==> src/rtl/legv8_ctrl_pkg.sv <==
// Shared encodings for the LEGv8 multi-cycle control path: opcode patterns,
// FSM state numbering and the datapath mux select codes.
package legv8_ctrl_pkg;

    typedef enum logic [3:0] {
        S_IDLE     = 4'd0,
        S_FETCH    = 4'd1,
        S_DECODE   = 4'd2,
        S_MEM_ADDR = 4'd3,
        S_MEM_RD   = 4'd4,
        S_MEM_WB   = 4'd5,
        S_MEM_WR   = 4'd6,
        S_EXEC_R   = 4'd7,
        S_R_WB     = 4'd8,
        S_BRANCH   = 4'd9,
        S_JUMP     = 4'd10
    } state_e;

    typedef enum logic [2:0] {
        CLS_R, CLS_LD, CLS_ST, CLS_CBZ, CLS_B, CLS_ILLEGAL
    } opclass_e;

    localparam logic [10:0] OP_ADD    = 11'b10001011000;
    localparam logic [10:0] OP_SUB    = 11'b11001011000;
    localparam logic [10:0] OP_AND    = 11'b10001010000;
    localparam logic [10:0] OP_ORR    = 11'b10101010000;
    localparam logic [10:0] OP_LDUR   = 11'b11111000010;
    localparam logic [10:0] OP_STUR   = 11'b11111000000;
    // CBZ and B carry immediate bits in the low opcode field, so they match under a mask.
    localparam logic [10:0] CBZ_MASK  = 11'b11111111000;
    localparam logic [10:0] CBZ_MATCH = 11'b10110100000;
    localparam logic [10:0] B_MASK    = 11'b11111100000;
    localparam logic [10:0] B_MATCH   = 11'b00010100000;

    localparam logic [1:0] ALUB_REG  = 2'b00;
    localparam logic [1:0] ALUB_FOUR = 2'b01;
    localparam logic [1:0] ALUB_IMM  = 2'b10;
    localparam logic [1:0] ALUB_OFF  = 2'b11;

    localparam logic [1:0] ALUOP_ADD   = 2'b00;
    localparam logic [1:0] ALUOP_PASSB = 2'b01;
    localparam logic [1:0] ALUOP_FUNCT = 2'b10;

    localparam logic [1:0] PCSRC_ALU    = 2'b00;
    localparam logic [1:0] PCSRC_ALUOUT = 2'b01;
    localparam logic [1:0] PCSRC_JUMP   = 2'b10;

endpackage

==> src/rtl/legv8_opcode_decode.sv <==
// Combinational classification of the 11-bit LEGv8 opcode field into the
// instruction classes the control FSM distinguishes.
module legv8_opcode_decode
    import legv8_ctrl_pkg::*;
(
    input  logic [10:0] opcode_i,
    output opclass_e    op_class_o
);

    always_comb begin
        op_class_o = CLS_ILLEGAL;
        if (opcode_i inside {OP_ADD, OP_SUB, OP_AND, OP_ORR}) begin
            op_class_o = CLS_R;
        end else if (opcode_i == OP_LDUR) begin
            op_class_o = CLS_LD;
        end else if (opcode_i == OP_STUR) begin
            op_class_o = CLS_ST;
        end else if ((opcode_i & CBZ_MASK) == CBZ_MATCH) begin
            op_class_o = CLS_CBZ;
        end else if ((opcode_i & B_MASK) == B_MATCH) begin
            op_class_o = CLS_B;
        end
    end

endmodule

==> src/rtl/legv8_mc_ctrl.sv <==
// Multi-cycle LEGv8 control FSM: sequences the shared datapath, waits on the
// memory handshake with a timeout, and counts retired instructions.
module legv8_mc_ctrl
    import legv8_ctrl_pkg::*;
#(
    parameter int CNT_W       = 32,
    parameter int MEM_TIMEOUT = 16
) (
    input  logic             clk,
    input  logic             rst_n,
    input  logic             run,
    input  logic [10:0]      opcode,
    input  logic             mem_ready,
    output logic             ir_write,
    output logic             pc_write,
    output logic             pc_write_cond,
    output logic             i_or_d,
    output logic             mem_read,
    output logic             mem_write,
    output logic             reg_write,
    output logic             mem_to_reg,
    output logic             reg2loc,
    output logic             alu_src_a,
    output logic [1:0]       alu_src_b,
    output logic [1:0]       alu_op,
    output logic [1:0]       pc_source,
    output logic [3:0]       state,
    output logic             illegal,
    output logic             mem_timeout,
    output logic [CNT_W-1:0] instr_count
);

    state_e            state_q, state_d;
    logic [7:0]        wait_q, wait_d;
    logic              illegal_q, timeout_q;
    logic [CNT_W-1:0]  count_q;
    opclass_e          op_class;
    logic              is_wait_state, expired, retire, set_illegal;

    legv8_opcode_decode u_decode (
        .opcode_i   (opcode),
        .op_class_o (op_class)
    );

    assign is_wait_state = state_q inside {S_FETCH, S_MEM_RD, S_MEM_WR};
    // A mem_ready arriving in the final allowed cycle completes the access instead of expiring.
    assign expired = is_wait_state && !mem_ready &&
                     (({1'b0, wait_q} + 9'd1) == 9'(MEM_TIMEOUT));

    always_comb begin
        state_d     = state_q;
        retire      = 1'b0;
        set_illegal = 1'b0;
        case (state_q)
            S_IDLE:     if (run) state_d = S_FETCH;
            S_FETCH:    if (mem_ready) state_d = S_DECODE;
            S_DECODE: begin
                case (op_class)
                    CLS_R:           state_d = S_EXEC_R;
                    CLS_LD, CLS_ST:  state_d = S_MEM_ADDR;
                    CLS_CBZ:         state_d = S_BRANCH;
                    CLS_B:           state_d = S_JUMP;
                    default: begin
                        set_illegal = 1'b1;
                        retire      = 1'b1;
                    end
                endcase
            end
            S_MEM_ADDR: state_d = (op_class == CLS_ST) ? S_MEM_WR : S_MEM_RD;
            S_MEM_RD:   if (mem_ready) state_d = S_MEM_WB;
            S_MEM_WR:   if (mem_ready) retire = 1'b1;
            S_EXEC_R:   state_d = S_R_WB;
            S_MEM_WB, S_R_WB, S_BRANCH, S_JUMP: retire = 1'b1;
            default:    state_d = S_IDLE;
        endcase
        if (retire) state_d = run ? S_FETCH : S_IDLE;
        if (expired) state_d = S_IDLE;
        wait_d = (is_wait_state && !mem_ready && !expired) ? wait_q + 8'd1 : 8'd0;
    end

    always_ff @(posedge clk or negedge rst_n) begin
        if (!rst_n) begin
            state_q   <= S_IDLE;
            wait_q    <= 8'd0;
            illegal_q <= 1'b0;
            timeout_q <= 1'b0;
            count_q   <= '0;
        end else begin
            state_q <= state_d;
            wait_q  <= wait_d;
            if (retire)      count_q   <= count_q + CNT_W'(1);
            if (set_illegal) illegal_q <= 1'b1;
            if (expired)     timeout_q <= 1'b1;
        end
    end

    // Moore decode of the state register; only the FETCH IR/PC load also looks at mem_ready.
    always_comb begin
        ir_write      = 1'b0;
        pc_write      = 1'b0;
        pc_write_cond = 1'b0;
        i_or_d        = 1'b0;
        mem_read      = 1'b0;
        mem_write     = 1'b0;
        reg_write     = 1'b0;
        mem_to_reg    = 1'b0;
        reg2loc       = 1'b0;
        alu_src_a     = 1'b0;
        alu_src_b     = ALUB_REG;
        alu_op        = ALUOP_ADD;
        pc_source     = PCSRC_ALU;
        case (state_q)
            S_FETCH: begin
                mem_read  = 1'b1;
                alu_src_b = ALUB_FOUR;
                ir_write  = mem_ready;
                pc_write  = mem_ready;
            end
            S_DECODE: begin
                alu_src_b = ALUB_OFF;
                reg2loc   = opcode[7];
            end
            S_MEM_ADDR: begin
                alu_src_a = 1'b1;
                alu_src_b = ALUB_IMM;
            end
            S_MEM_RD: begin
                mem_read = 1'b1;
                i_or_d   = 1'b1;
            end
            S_MEM_WB: begin
                reg_write  = 1'b1;
                mem_to_reg = 1'b1;
            end
            S_MEM_WR: begin
                mem_write = 1'b1;
                i_or_d    = 1'b1;
            end
            S_EXEC_R: begin
                alu_src_a = 1'b1;
                alu_op    = ALUOP_FUNCT;
            end
            S_R_WB:   reg_write = 1'b1;
            S_BRANCH: begin
                alu_src_a     = 1'b1;
                alu_op        = ALUOP_PASSB;
                pc_write_cond = 1'b1;
                pc_source     = PCSRC_ALUOUT;
            end
            S_JUMP: begin
                pc_write  = 1'b1;
                pc_source = PCSRC_JUMP;
            end
            default: ;
        endcase
    end

    assign state       = state_q;
    assign illegal     = illegal_q;
    assign mem_timeout = timeout_q;
    assign instr_count = count_q;

endmodule

==> config.mk <==
export PLATFORM = sky130hd
export DESIGN_NAME = legv8_mc_ctrl
export DESIGN_NICKNAME = d
export VERILOG_FILES = /design/src/rtl/legv8_ctrl_pkg.sv /design/src/rtl/legv8_opcode_decode.sv /design/src/rtl/legv8_mc_ctrl.sv
export SDC_FILE = /design/constraint.sdc
export NUM_CORES = 1
export LEC_CHECK = 0
export ABC_AREA = 1
export CORE_UTILIZATION = 40
export CTS_BUF_LIST = sky130_fd_sc_hd__clkbuf_2 sky130_fd_sc_hd__clkbuf_4 sky130_fd_sc_hd__clkbuf_8
export DETAILED_ROUTE_END_ITERATION = 8
export PLACE_DENSITY = 0.73
export SLEW_MARGIN = 20
export SYNTH_ARGS = -nofsm -noshare
export SYNTH_HDL_FRONTEND = slang
export SYNTH_SLANG_ARGS = --single-unit
==> constraint.sdc <==
create_clock -name clk -period 1.55 [get_ports clk]
set_input_delay 0.2325 -clock clk [delete_from_list [all_inputs] [get_ports clk]]
set_output_delay 0.2325 -clock clk [all_outputs]
set_load 0.1 [all_outputs]
==> reports/metrics.cfg <==
[timing]
relSlewSlack=0.682
max_freq_ghz=0.531
final-hold-violation-count=0
worst_slack_ns=-0.333
grt_setup_unrepaired=true
period_needed_ns=1.88
fin_skew_ns=0.00929
fin_crit_sh=1.21
setup_viol=62
finalMaxSlewViolations=0
worst_slew_pin_slew_ns=0.476

[logic_synthesis]
yosys-top-cells-count=nand2_1 (114), nor2_1 (63), inv_1 (54), dfrtp_1 (46), nand3_1 (37)
postSynth.asyncResetShare=1.00
ys_seq_elements=46
synth.distinct_cells=31
synth-seq-area-share=0.388
yosysMostFrequentCell=nand2_1
ys_top_cells_by_area=dfrtp_1 (39%), nand2_1 (14%), nor2_1 (8.0%)
synth_area_leader_cell=dfrtp_1
synth_edf_count=0
netlist_area_um2=2970
syn_nets=442
synth_top_area_frac=0.388
yosys_warnings=0
syn_area_per_cell_um2=7.01
syn_inst=424
synthFlopType=dfrtp_1

[global_route]
grt.met2_usage=0.520
grt_remaining_overflow=0
grt_pass1_wl_um=17000
gr-usage-all-layers=0.287
grtUsageMet3=0.0377
grt_pass1_vias=3660
use_met1=0.340
grt_max_degree=31
grt_busiest_layer=met2
antenna_found_initial=0

[cells_and_area]
syn_to_final_growth_pct=95.5
fin_cells=699
stdcell_area_um2=5810
layout-drive-gt1-share=0.453
antenna_cells=0
finalNetCount=617
fillers=452

[clock_network]
cts.sinks=46
cts_root_buf=clkbuf_8
clk_latency_ns=0.31
numCtsBuffers=5
clk_transition_reported_paths_ns=0.10
cts_tree=built
clock_tree.buffer_depth=2
htree_levels=2

[detailed_routing]
remaining_drc_errors=0
routedWlPerCell_um=16.7
via_per_inst=5.25
drt_iter0_markers=193
finalWirelength_um=11700
dr.pass1.iters=7
antenna_left=0
vias=3670

[power_and_ir_drop]
leakagePower_nw=2.57
ir_drop_v=0.00135
power_density_nw_per_um2=1770

[run_status]
status=finished with violations
failed_checks=setup timing

[setup_path]
rr_endpoint=instr_count[18]
start_kind=flop
required_ns=1.76
crit_slowest_cell=dfrtp_4
max_stage_delay_ns=0.52
rrSetupSlack_ns=-0.33
worstReg2RegStart=state[0]
cp_num_cells=9
cp-end-kind=flop
critPathKind=reg2reg
r2r_cells=9
crit_fanout=11
crit_path_start=state[0]
endpoint=instr_count[18]
crit_buf_inv=2
cp_top_family=simple AND/OR/NAND/NOR gates
worstPathCellList=buf_4 -> nand2_1 -> nand3_1 -> nand2_1 -> a21oi_4 -> nand2_4 -> buf_12 -> nand3_1 -> xor2_1
cp.arrival_ns=2.10

[place]
place_area_um2=5210
gp_congestion=0.948
dpl.cell_count=665
hpwlAfterDp_um=7890
port_buffers=68

[hold_path]
min_path_type=in2async

[die]
io_pins=69
core_area_um2=7210
start_util=0.412
rows=31
die_y_um=88.2
die_area_um2=7770
die_x_um=88.2

[flow_run]
drv_cap=0

-- flip-flops by register name (all words and copies together), names as in the netlist --
name and flops:
illegal 1, instr_count 32, mem_timeout 1, state 4, wait_q 8
-- cell families after synthesis --
| family | count (synthesis) | synth area share |
|---|---|---|
| buffers and inverters | 65 | 0.0893 |
| AOI/OAI and AO/OA | 29 | 0.0569 |
| DFF | 46 | 0.388 |
| and+or+nand+nor | 250 | 0.362 |
| xor gates and xnor gates | 31 | 0.0914 |
| adders and majority gates | 3 | 0.0126 |
-- worst min path at each step --
stage / start / to / slack, ns / depth (start not counted)
3_3_place_gp: rst_n / instr_count[21] / 0.21 / 1
2_1_floorplan: rst_n / illegal / -0.06 / 0
6_report: rst_n / instr_count[16] / 0.41 / 2
4_1_cts: rst_n / instr_count[29] / 0.42 / 2
3_5_place_dp: rst_n / instr_count[21] / 0.22 / 1
5_1_grt: rst_n / instr_count[16] / 0.47 / 2
-- metal layers --
metal / wire length [µm] / vias to the layer above
met1: 4520 / 1769
met3: 575 / 40
met4: 412 / 0
met2: 6140 / 157
li1: - / 1704
met5: 0 / -
-- where the power goes --
part | switching (mW) | total (mW) | internal (mW) | leakage, nW
sequential | 0.320 | 1.84 | 1.52 | 0.556
combinational | 4.55 | 7.52 | 2.97 | 1.95
clock | 0.447 | 0.923 | 0.476 | 0.0579
total | 5.32 | 10.3 | 4.96 | 2.57
-- repair_timing --
| item | 4_1_cts | 5_1_grt |
|---|---|---|
| hold buffers | 1 | 0 |
| endpoints found under the setup margin | 55 | 62 |
| resized for setup | 42 | 32 |
| endpoints found under the hold margin | 16 | 0 |
| buffers inserted | 16 | 9 |
| pin swaps | 19 | 19 |
-- cell usage in the layout (no fill, tap or decap), types with 4 or more instances in the layout --
| cell type | count |
|---|---|
| nor3_1 | 11 |
| dfrtp_2 | 17 |
| xnor2_1 | 8 |
| nor2_2 | 10 |
| dfrtp_4 | 14 |
| nand2_4 | 7 |
| dfrtp_1 | 15 |
| clkbuf_8 | 5 |
| nor2_1 | 43 |
| o21ai_1 | 14 |
| inv_2 | 4 |
| nand2_1 | 102 |
| buf_6 | 19 |
| buf_4 | 82 |
| nand2_8 | 4 |
| buf_12 | 59 |
| nand3_1 | 34 |
| nor2_4 | 13 |
| inv_4 | 5 |
| xor2_1 | 22 |
| inv_1 | 44 |
| clkdlybuf4s50_1 | 13 |
| nand4_1 | 8 |
-- area by class of cell --
class / instances / area (µm²) / area share
timing repair buffer: 176 / 2170 / 0.374
multi-input combinational: 313 / 1930 / 0.333
sequential: 46 / 1220 / 0.211
inverter: 57 / 246 / 0.0424
tap: 99 / 124 / 0.0213
clock buffer: 5 / 68.8 / 0.0119
clock inverter: 3 / 40.0 / 0.00690
-- per-stage QoR --
stage / worst slack (ns) / setup TNS, ns / power [mW] / util / hold slack [ns]
final: -0.333 / -11.87 / 10.3 / 0.805 / 0.405
after global routing: -0.393 / -15.22 / 10.6 / 0.805 / 0.471
after CTS: -0.238 / -9.44 / 9.73 / 0.777 / 0.421
after detailed placement: -0.430 / -13.39 / 8.32 / 0.722 / 0.215
after global placement: -0.322 / -9.62 / 8.20 / 0.722 / 0.210
after floorplan: -0.401 / -14.01 / 5.69 / - / -0.0631
Power figures use the tool's default switching activity.
